==> src/rtl/eta_add_pipe.sv <==
// Approximate adder for two compressor-tree rows: exact upper add, carry-free low part.
// Latency 2 cycles; in_ready drops only when both stages are full and out_ready is low.
module eta_add_pipe #(
    parameter int WIDTH = 16,
    parameter int SPLIT = 8
) (
    input  logic             clk,
    input  logic             rst,
    input  logic             in_valid,
    output logic             in_ready,
    input  logic [WIDTH-1:0] row_a,
    input  logic [WIDTH-1:0] row_b,
    output logic             out_valid,
    input  logic             out_ready,
    output logic [WIDTH-1:0] result,
    output logic             carry_out,
    output logic             approx_hit,
    output logic [15:0]      hit_count,
    input  logic             hit_clear
);

    localparam int UW = WIDTH - SPLIT;

    // Stage 1 state
    logic             s1_vld_q, s1_vld_d;
    logic [SPLIT-1:0] s1_lo_q, s1_lo_d;
    logic             s1_hit_q, s1_hit_d;
    logic [UW-1:0]    s1_a_hi_q, s1_a_hi_d;
    logic [UW-1:0]    s1_b_hi_q, s1_b_hi_d;

    // Stage 2 state
    logic             s2_vld_q, s2_vld_d;
    logic [WIDTH-1:0] s2_res_q, s2_res_d;
    logic             s2_cout_q, s2_cout_d;
    logic             s2_hit_q, s2_hit_d;

    logic [15:0]      hit_cnt_q, hit_cnt_d;

    logic             s2_adv;
    logic             in_fire;
    logic [SPLIT-1:0] lo_approx;
    logic             lo_hit;
    logic [UW:0]      hi_sum;

    // Scanning from the MSB of the low part: once a (1,1) pair is seen, every
    // bit from there down saturates to 1 instead of propagating a carry.
    always_comb begin
        logic found;
        found     = 1'b0;
        lo_approx = '0;
        for (int i = SPLIT - 1; i >= 0; i--) begin
            if (row_a[i] & row_b[i]) begin
                found = 1'b1;
            end
            lo_approx[i] = found | (row_a[i] ^ row_b[i]);
        end
    end

    assign lo_hit = |(row_a[SPLIT-1:0] & row_b[SPLIT-1:0]);

    assign s2_adv   = !s2_vld_q | out_ready;
    assign in_ready = !rst & (!s1_vld_q | s2_adv);
    assign in_fire  = in_valid & in_ready;

    assign hi_sum = {1'b0, s1_a_hi_q} + {1'b0, s1_b_hi_q};

    always_comb begin
        s1_vld_d  = s1_vld_q & !s2_adv;
        s1_lo_d   = s1_lo_q;
        s1_hit_d  = s1_hit_q;
        s1_a_hi_d = s1_a_hi_q;
        s1_b_hi_d = s1_b_hi_q;
        if (in_fire) begin
            s1_vld_d  = 1'b1;
            s1_lo_d   = lo_approx;
            s1_hit_d  = lo_hit;
            s1_a_hi_d = row_a[WIDTH-1:SPLIT];
            s1_b_hi_d = row_b[WIDTH-1:SPLIT];
        end
    end

    // Result registers only load real data, so a stalled output never moves.
    always_comb begin
        s2_vld_d  = s2_vld_q;
        s2_res_d  = s2_res_q;
        s2_cout_d = s2_cout_q;
        s2_hit_d  = s2_hit_q;
        if (s2_adv) begin
            s2_vld_d = s1_vld_q;
            if (s1_vld_q) begin
                s2_res_d  = {hi_sum[UW-1:0], s1_lo_q};
                s2_cout_d = hi_sum[UW];
                s2_hit_d  = s1_hit_q;
            end
        end
    end

    // Clear wins over a coincident hit; the count sticks at all-ones.
    always_comb begin
        hit_cnt_d = hit_cnt_q;
        if (hit_clear) begin
            hit_cnt_d = '0;
        end else if (in_fire && lo_hit && (hit_cnt_q != 16'hFFFF)) begin
            hit_cnt_d = hit_cnt_q + 16'd1;
        end
    end

    always_ff @(posedge clk) begin
        if (rst) begin
            s1_vld_q  <= 1'b0;
            s1_lo_q   <= '0;
            s1_hit_q  <= 1'b0;
            s1_a_hi_q <= '0;
            s1_b_hi_q <= '0;
            s2_vld_q  <= 1'b0;
            s2_res_q  <= '0;
            s2_cout_q <= 1'b0;
            s2_hit_q  <= 1'b0;
            hit_cnt_q <= '0;
        end else begin
            s1_vld_q  <= s1_vld_d;
            s1_lo_q   <= s1_lo_d;
            s1_hit_q  <= s1_hit_d;
            s1_a_hi_q <= s1_a_hi_d;
            s1_b_hi_q <= s1_b_hi_d;
            s2_vld_q  <= s2_vld_d;
            s2_res_q  <= s2_res_d;
            s2_cout_q <= s2_cout_d;
            s2_hit_q  <= s2_hit_d;
            hit_cnt_q <= hit_cnt_d;
        end
    end

    assign out_valid  = s2_vld_q;
    assign result     = s2_res_q;
    assign carry_out  = s2_cout_q;
    assign approx_hit = s2_hit_q;
    assign hit_count  = hit_cnt_q;

endmodule

==> config.mk <==
export PLATFORM = sky130hd
export DESIGN_NAME = eta_add_pipe
export DESIGN_NICKNAME = d
export VERILOG_FILES = /design/src/rtl/eta_add_pipe.sv
export SDC_FILE = /design/constraint.sdc
export NUM_CORES = 1
export LEC_CHECK = 0
export CORE_MARGIN = 4
export CORE_UTILIZATION = 50
export DETAILED_ROUTE_END_ITERATION = 6
export GPL_ROUTABILITY_DRIVEN = 0
export PLACE_DENSITY = 0.91
export SYNTH_ARGS = -nofsm -noshare
export SYNTH_HDL_FRONTEND = slang
export SYNTH_SLANG_ARGS = --single-unit
==> constraint.sdc <==
create_clock -name clk -period 4.5 [get_ports clk]
set_input_delay 0.9 -clock clk [delete_from_list [all_inputs] [get_ports clk]]
set_output_delay 0.9 -clock clk [all_outputs]
set_load 0.005 [all_outputs]
==> flow_summary.toml <==
[synth]
async_flop_share_pct = 0
synth_top_area_cell = "dfxtp_1"
ys_warn_count = 0
yosysSeqAreaShare_pct = 42.6
syn_inst = 354
syn_nets = 408
post-synth-top-count-cell = "nand2_1"
synth_commonest_cells = "68 x nand2_1, 61 x dfxtp_1, 32 x nand3_1"
synthTopCellsByArea = "dfxtp_1 43%, nand2_1 8.9%, ha_1 7.0%, nand3_1 5.6%, a21oi_1 4.4%"
syn-cell-area_mm2 = 0.00287
synth_edf_count = 0
synth_cell_types = 42
synth_top_area_share_pct = 42.6
avgSynthCellArea_um2 = 8.10
synth-main-ff-cell = "dfxtp_1"
ys_ff_latch = 61

[layout]
final_cells = 498
nets = 475
fillers = 439
multi_input_area_mm2 = 0.00155
diodes = 0
synthToLayoutAreaGrowth_pct = 32.9
drive_gt1_share_pct = 5.63
seqCellArea_mm2 = 0.00122

[critical_path]
worstSetupPathType = "input port to output port"
cp_top_family = "buffers and inverters"
cp-end-kind = "output port"
r2r_end = "hit_count[5]"
worstPathArrival_ns = 2.28
start_kind = "input port"
path_buf_inv = 2
critPathRequiredTime_ns = 3.60
r2r-start = "hit_count[0]"
rr_worst_depth = 6
worstPathCellList = "clkdlybuf4s50_1, nand2b_1, nor2_1, nor2_1, clkdlybuf4s50_1"
cp_slowest_cell = "clkdlybuf4s50_1"
worst-path-max-fanout = 4
rrSetupSlack_ns = 2.31
slowest_delay_ns = 0.52

[sta]
tns_ns = 0
setup-violations-final = 0
worst_hold_slack_ns = 0.455
hold_viol_final = 0
slew_violations = 0
fmax_ghz = 0.314
layout_min_cycle_time_ns = 3.18
fin_crit_sh_pct = 70.7
skew_ns = 0.00519
rsz0062_at_grt = "no"
max_slew.worst_pin.slew_ns = 0.808
slew_headroom_pct = 46.0

[worst_hold_path]
min_to = "result[7]"
min-delay-path-class = "register to register"
hold_start = "s1_lo_q[7]"
hold_path_depth = 2

[drt]
drc = 0
via_count = 2832
routedWlPerCell_um = 14.7
drtIter0Drc = 210
via_per_inst = 5.69
drtAntennaViolNets = 0
wl_um = 7350
drtPass1Iterations = 4

[grt]
grtUsageMet1_pct = 24.5
antenna_found_initial = 0
grt_max_degree = 29
overflow = 0
grt-busiest-layer = "met2"
grt_pass1_wl_um = 11900
grt_pass1_vias = 2611
grtUsageMet2_pct = 35.0
grt_use_met3_pct = 6.22
track_usage_pct = 20.9

[cts]
cts.sinks = 61
cts-resized-gates = 0
clk-insertion-delay-late_ns = 0.34
numCtsBuffers = 9
cts-root-buf = "clkbuf_8"
clock_path_buffers = 2
cts_tree = "built"
cts_setup_buffers = 0
path_clk_slew_ns = 0.06
postCtsHoldBufs = 0
cts.htree.levels = 3

[placed_design]
placedCellCount = 482
place_hpwl_um = 5230
port_buffers = 72

[floorplanning]
fp.dieW_um = 83.8
fp-row-count = 27
ios = 73
start_util_pct = 51.8
dieArea_mm2 = 0.00701
fp.coreArea_mm2 = 0.00554
die_y_um = 83.8

[run_status]
status = "completed"

[pwr]
leakage_nw = 1.50
p_per_area_mw_per_mm2 = 318
peakVddDrop_v = 0.000176

[run]
drv_cap = 0
[registers in the layout (all words and copies together), names as in the netlist]
signal      flops
s1_vld_q        1
s1_a_hi_q       8
s1_hit_q        1
carry_out       1
hit_count      16
approx_hit      1
result         16
out_valid       1
s1_b_hi_q       8
s1_lo_q         8
[where the power goes]
part           switching [mW]  internal (mW)  total, mW
sequential             0.0176          0.566      0.584
combinational          0.0762         0.0777      0.154
clock                   0.205          0.269      0.474
[how the worst max path moves through the flow]
stage,start,to,slack (ns),cells past startpoint
2_1_floorplan,row_a[2],hit_count[13],2.04,7
6_report,out_ready,in_ready,1.32,5
5_1_grt,out_ready,in_ready,1.24,5
3_3_place_gp,out_ready,in_ready,1.36,5
3_5_place_dp,rst,hit_count[5],1.31,6
4_1_cts,out_ready,in_ready,1.33,5
[cells in the final DEF (no fill, tap or decap), drive strengths merged, types with 3 or more instances in the layout]
cell / count
o21ai: 11
a41o: 3
xnor2: 8
buf: 3
inv: 4
clkinv: 3
clkbuf: 12
dfxtp: 61
ha: 16
and4: 3
clkdlybuf4s50: 72
or3: 3
a21oi: 25
a211oi: 5
nor2: 31
a21o: 3
nand4: 7
a31o: 3
nor3: 15
or4: 4
nor4: 7
nand3: 32
a31oi: 5
and3: 4
nor4b: 3
nand2: 68
[tightest hold or removal path: stages (launching register included)]
cell and delay, ns:
dfxtp_1 0.31, nand2_1 0.05, a21oi_1 0.05
[area by class of cell]
type	instances	share of cell area (%)
multi-input cells	269	40.6
repair buffers	75	19.5
well taps	72	2.36
clock buffers	12	3.81
flip-flops and latches	61	32.0
inverters	5	0.492
clock inverters	4	1.25
[through the flow]
| stage | setup slack [ns] | utilization, % | cell area [um^2] | power, mW |
|---|---|---|---|---|
| after floorplan | 2.04 | - | 2870 | 0.674 |
| after global placement | 1.36 | 65.4 | 3620 | 0.741 |
| after detailed placement | 1.31 | 65.4 | 3620 | 0.747 |
| after CTS | 1.33 | 68.8 | 3810 | 1.22 |
| after global routing | 1.24 | 68.8 | 3810 | 1.26 |
| final | 1.32 | 68.8 | 3810 | 1.21 |
[cells by family after synthesis]
kind of cell               after synthesis  share of synthesized area (%)
buffers and inverters                   24                           3.49
AOI/OAI and AO/OA                       59                           12.6
muxes                                    1                          0.349
and+or+nand+nor                        184                           30.9
xor gates and xnor gates                 8                           2.44
DFF                                     61                           42.6
adders and majority gates               17                           7.68
[metal layers]
layer	wire (um)	vias to the layer above
li1	-	1398
met1	3130	1325
met2	3600	93
met3	455	16
met4	157	0
met5	0	-
Note: power is estimated with default switching activity, not from simulation.
